<file path="config.mk">
export PLATFORM = sky130hd
export DESIGN_NAME = fetch_queue_flat
export DESIGN_NICKNAME = d
export VERILOG_FILES = /design/src/rtl/fetch_queue_if.sv /design/src/rtl/fetch_queue.sv /design/src/flat_wrapper.sv
export SDC_FILE = /design/constraint.sdc
export NUM_CORES = 1
export LEC_CHECK = 0
export ABC_AREA = 1
export CORE_MARGIN = 4
export CORE_UTILIZATION = 54
export DETAILED_ROUTE_END_ITERATION = 8
export PLACE_DENSITY = 0.77
export SLEW_MARGIN = 5
export SYNTH_ARGS = -nofsm -noshare
export SYNTH_HDL_FRONTEND = slang
export SYNTH_SLANG_ARGS = --single-unit
</file>
<file path="constraint.sdc">
create_clock -name clk -period 11.69 [get_ports clk]
set_input_delay 2.338 -clock clk [delete_from_list [all_inputs] [get_ports clk]]
set_output_delay 2.338 -clock clk [all_outputs]
set_load 0.02 [all_outputs]
</file>
<file path="src/rtl/fetch_queue_if.sv">
// fetch_queue_if: imem request/response and decode-side handshake bundle for fetch_queue
interface fetch_queue_if #(parameter int XLEN = 64);
  logic            imem_req;
  logic [XLEN-1:0] imem_addr;
  logic            imem_valid;
  logic [31:0]     imem_rdata;
  logic            inst_valid;
  logic [31:0]     inst;
  logic [XLEN-1:0] inst_pc;
  logic            inst_ready;
  logic            redirect_valid;
  logic [XLEN-1:0] redirect_pc;
  modport master (
    output imem_req, imem_addr, inst_valid, inst, inst_pc,
    input  imem_valid, imem_rdata, inst_ready, redirect_valid, redirect_pc
  );
  modport slave (
    input  imem_req, imem_addr, inst_valid, inst, inst_pc,
    output imem_valid, imem_rdata, inst_ready, redirect_valid, redirect_pc
  );
endinterface

</file>
<file path="src/rtl/fetch_queue.sv">
// fetch_queue: fetch PC owner issuing one imem read at a time into a DEPTH-entry {pc, inst} FIFO
module fetch_queue #(
  parameter int              DEPTH    = 4,
  parameter int              XLEN     = 64,
  parameter logic [XLEN-1:0] RESET_PC = '0
) (
  input logic           clk,
  input logic           reset,
  fetch_queue_if.master bus
);
  localparam int AW = $clog2(DEPTH);
  logic [XLEN-1:0] fetch_pc, req_pc;
  logic            pending, drop;
  logic [AW-1:0]   head, tail;
  logic [AW:0]     count;
  logic [XLEN-1:0] pc_mem [DEPTH];
  logic [31:0]     word_mem [DEPTH];
  logic            redirect, resp, push, pop, issue, has_data;
  always_comb begin
    redirect = bus.redirect_valid;
    has_data = |count;
    resp     = bus.imem_valid & pending;
    push     = resp & !drop & !redirect;
    pop      = has_data & bus.inst_ready & !redirect;
    // pops are deliberately not credited so a full FIFO can never be overrun
    issue    = reset & !redirect & (!pending | resp) & ((int'(count) + int'(resp & !drop)) < DEPTH);
    bus.imem_req   = issue;
    bus.imem_addr  = fetch_pc;
    bus.inst_valid = has_data & !redirect;
    bus.inst       = has_data ? word_mem[head] : '0;
    bus.inst_pc    = has_data ? pc_mem[head] : '0;
  end
  always_ff @(posedge clk or negedge reset) begin
    if (!reset) begin
      fetch_pc <= RESET_PC;
      req_pc   <= '0;
      pending  <= 1'b0;
      drop     <= 1'b0;
      head     <= '0;
      tail     <= '0;
      count    <= '0;
    end else begin
      fetch_pc <= redirect ? bus.redirect_pc : issue ? fetch_pc + XLEN'(4) : fetch_pc;
      req_pc   <= issue ? fetch_pc : req_pc;
      pending  <= issue | (pending & !resp);
      // a redirect with a request still in flight must discard that response later
      drop     <= redirect ? (pending & !resp) : (drop & !resp);
      head     <= redirect ? '0 : head + AW'(pop);
      tail     <= redirect ? '0 : tail + AW'(push);
      count    <= redirect ? '0 : count + (AW+1)'(push) - (AW+1)'(pop);
    end
  end
  always_ff @(posedge clk) begin
    if (push) begin
      pc_mem[tail]   <= req_pc;
      word_mem[tail] <= bus.imem_rdata;
    end
  end
endmodule
</file>
<file path="src/flat_wrapper.sv">
// flat-port wrapper written by rule: the top's interface ports become plain ports
module fetch_queue_flat 
#(
  parameter int              DEPTH    = 4,
  parameter int              XLEN     = 64,
  parameter logic [XLEN-1:0] RESET_PC = '0
)
  (clk, reset, bus_imem_req, bus_imem_addr, bus_inst_valid, bus_inst, bus_inst_pc, bus_imem_valid, bus_imem_rdata, bus_inst_ready, bus_redirect_valid, bus_redirect_pc);
  fetch_queue_if #(.XLEN(XLEN)) bus_i ();
  input logic clk;
  input logic reset;
  output wire logic [$bits(bus_i.imem_req)-1:0] bus_imem_req;
  output wire logic [$bits(bus_i.imem_addr)-1:0] bus_imem_addr;
  output wire logic [$bits(bus_i.inst_valid)-1:0] bus_inst_valid;
  output wire logic [$bits(bus_i.inst)-1:0] bus_inst;
  output wire logic [$bits(bus_i.inst_pc)-1:0] bus_inst_pc;
  input wire logic [$bits(bus_i.imem_valid)-1:0] bus_imem_valid;
  input wire logic [$bits(bus_i.imem_rdata)-1:0] bus_imem_rdata;
  input wire logic [$bits(bus_i.inst_ready)-1:0] bus_inst_ready;
  input wire logic [$bits(bus_i.redirect_valid)-1:0] bus_redirect_valid;
  input wire logic [$bits(bus_i.redirect_pc)-1:0] bus_redirect_pc;
  assign bus_imem_req = bus_i.imem_req;
  assign bus_imem_addr = bus_i.imem_addr;
  assign bus_inst_valid = bus_i.inst_valid;
  assign bus_inst = bus_i.inst;
  assign bus_inst_pc = bus_i.inst_pc;
  assign bus_i.imem_valid = bus_imem_valid;
  assign bus_i.imem_rdata = bus_imem_rdata;
  assign bus_i.inst_ready = bus_inst_ready;
  assign bus_i.redirect_valid = bus_redirect_valid;
  assign bus_i.redirect_pc = bus_redirect_pc;
  fetch_queue #(.DEPTH(DEPTH), .XLEN(XLEN), .RESET_PC(RESET_PC)) u_core (.clk(clk), .reset(reset), .bus(bus_i));
endmodule
</file>
==> results.json <==
{
  "hpwl_mm": 39.8,
  "h-tree-depth": 2,
  "synth_seq_cells": 521,
  "min_period_over_period_pct": 57.0,
  "fin_skew_ps": 13.2,
  "path_max_fanout": 32,
  "layout-drive-gt1-share_pct": 4.78,
  "cts.clk_slew.worst_paths_ps": 60,
  "cts_inserted_buffers": 52,
  "critical_path_required_ps": 9350,
  "io_buffer_count": 262,
  "overflow": 0,
  "core_mm2": 0.0410,
  "vdd_drop_max_mv": 0.121,
  "drcViolationCount": 0,
  "hp-class": "flop to flop",
  "tns_ps": 0,
  "antenna_cells": 0,
  "cp-end-kind": "output pin",
  "multi_input_area_mm2": 0.00658,
  "synth_xor_xnor_area_share_pct": 0.156,
  "antenna_found_initial": 0,
  "finalSetupViolCount": 0,
  "drv_cap": 0,
  "syn_avg_cell_area_um2": 9.77,
  "fill_cells": 3114,
  "synthCells": 2300,
  "crit_arrival_ps": 4330,
  "drt_wl_total_mm": 62.9,
  "p_leak_nw": 10.6,
  "postCtsHoldBufs": 0,
  "fp-row-count": 74,
  "die_h_um": 212,
  "synth_cell_types": 28,
  "cts_setup_buffers": 0,
  "ant_nets": 0,
  "clock_path_buffers": 3,
  "synth_area_leaders": "edfxtp_1 (51%), dfrtp_1 (15%), nor2_1 (8.7%)",
  "synth_compound_area_share_pct": 8.50,
  "grt_usage_pct": 27.6,
  "holdWs_ps": 517,
  "synth_area_mm2": 0.0225,
  "cts_resized": 0,
  "ios": 263,
  "cellPowerDensity_mw_per_mm2": 208,
  "yosys.area.top_type": "edfxtp_1",
  "first_global_vias": 16800,
  "syn_nets": 2408,
  "drtIter0Drc": 1861,
  "post-route-util_pct": 66.7,
  "pre_cts_ws_ps": 4990,
  "yosysTopAreaCellShare_pct": 51.3,
  "cts_tree": "done",
  "final_nets": 2635,
  "seq_area_frac_synth_pct": 66.6,
  "startpoint_type": "input port",
  "final_max_slew_viol_count": 0,
  "routedWlPerCell_um": 20.3,
  "synthMuxAreaShare_pct": 0,
  "die_w_um": 212,
  "tightest_slew_ps": 1090,
  "yosys_warnings": 0,
  "cts_root_buf": "clkbuf_16",
  "route.vias.total": 17300,
  "grt_pass1_wl_mm": 95.9,
  "fin_ws_ps": 5020,
  "hold_violations": 0,
  "status": "finished clean",
  "synth_adder_area_share_pct": 0.423,
  "areaGrowthSynthToFinish_pct": 21.7,
  "worstSetupPathType": "input port to output pin",
  "worstSkewPairLatency_ps": 590,
  "drtPass1Iterations": 5,
  "rsz0062_at_grt": "false",
  "synth_top_family_by_area": "simple AND/OR/NAND/NOR gates",
  "regArea_mm2": 0.0150,
  "period_needed_ps": 6670,
  "avgViaCountPerCell": 5.57,
  "grt_max_degree": 117,
  "start_util_pct": 54.8,
  "relSlewSlack_pct": 27.6,
  "dieArea_mm2": 0.0449,
  "clock-sinks": 521,
  "synth-simple-area-share_pct": 20.0,
  "max_clock_freq_mhz": 150,
  "gp_congestion": 0.992
}
==> worst max-delay path, cell delays in order <==
cell and delay [ps]:
buf_2 200, inv_2 490, nand2_1 120, nor2_1 180
nand2_1 110, nor2_4 230, clkdlybuf4s50_1 650
==> cells in the final DEF, fill, tap and decap left out, types with 33 or more instances in the layout <==
cell type / instances
edfxtp_1: 384
o21ai_0: 249
nand3_1: 141
clkbuf_16: 54
nor2_1: 517
clkdlybuf4s50_1: 260
o21ai_1: 33
a21oi_1: 98
dfrtp_1: 135
nand2_1: 459
inv_1: 137
==> path summary, 6_finish.rpt <==
path                                          startpoint  slack, ps  depth (start not counted)                              endpoint
min                        u_core.req_pc[21]$_DFFE_PN0P_        520                          0        u_core.pc_mem[3][21]$_DFFE_PP_
max in group asynchronous                          reset       8790                          2         u_core.req_pc[53]$_DFFE_PN0P_
max                                   bus_redirect_valid       5020                          7                          bus_imem_req
min in group asynchronous                          reset       1680                          1  u_core.bus.imem_addr[42]$_DFFE_PN0P_
min reg2reg                u_core.req_pc[21]$_DFFE_PN0P_        520                          0        u_core.pc_mem[3][21]$_DFFE_PP_
max reg2reg                        u_core.drop$_DFF_PN0_       8800                          9   u_core.bus.imem_addr[2]$_DFFE_PN0P_
==> synth_stat cells (all sizes together) <==
| cell | n |
|---|---|
| a211oi | 1 |
| a21oi | 98 |
| buf | 40 |
| clkbuf | 70 |
| clkinv | 1 |
| dfrtp | 137 |
| edfxtp | 384 |
| fa | 1 |
| ha | 6 |
| inv | 140 |
| nand2 | 459 |
| nand3 | 142 |
| nand3b | 2 |
| nand4 | 5 |
| nor2 | 522 |
| nor3 | 5 |
| nor3b | 1 |
| o21ai | 282 |
| xnor2 | 1 |
| xor2 | 3 |
==> power breakdown <==
group          internal (W)  switching, W
Clock               0.00106      0.000689
Sequential          0.00227      0.000244
Combinational      0.000530      0.000882
==> stage by stage <==
stage	instance area (um2)	instances	power [W]
2_1_floorplan	22500	2300	0.00322
3_3_place_gp	25500	3005	0.00392
3_5_place_dp	25500	3005	0.00395
4_1_cts	27400	3103	0.00570
5_1_grt	27400	3103	0.00592
6_report	27400	3103	0.00568
==> sequential cells by signal, indices dropped and copies added (netlist names) <==
name	count
u_core.pc_mem	256
u_core.word_mem	128
u_core.bus.imem_addr	64
u_core.req_pc	64
u_core.count	3
u_core.head	2
u_core.tail	2
u_core.drop	1
u_core.pending	1
==> logic make-up (layout without fill, tap and decap cells) <==
group	after synthesis	in the layout
AO/OA/AOI/OAI	381	381
buffers and inverters	251	522
flip-flops	521	521
adder cells (fa/ha/maj)	7	7
AND/OR/NAND/NOR	1136	1136
XOR/XNOR	4	4
==> final cells by class <==
cell class                 count  area share [%]
multi-input combinational   1528            24.1
tap                          532            2.43
inverter                     141            1.94
clock buffer                  73            5.57
timing repair buffer         283            10.2
sequential                   521            54.7
clock inverter                25            1.13
==> routing by layer <==
| metal | up-vias | global-route usage [%] | wire [um] |
|---|---|---|---|
| met5 | - | 0 | 0 |
| met4 | 0 | 7.76 | 1630 |
| met3 | 95 | 4.25 | 4620 |
| met2 | 762 | 43.4 | 29300 |
| met1 | 8298 | 40.7 | 27400 |
| li1 | 8144 | - | - |
(Power assumes the default switching activity.)
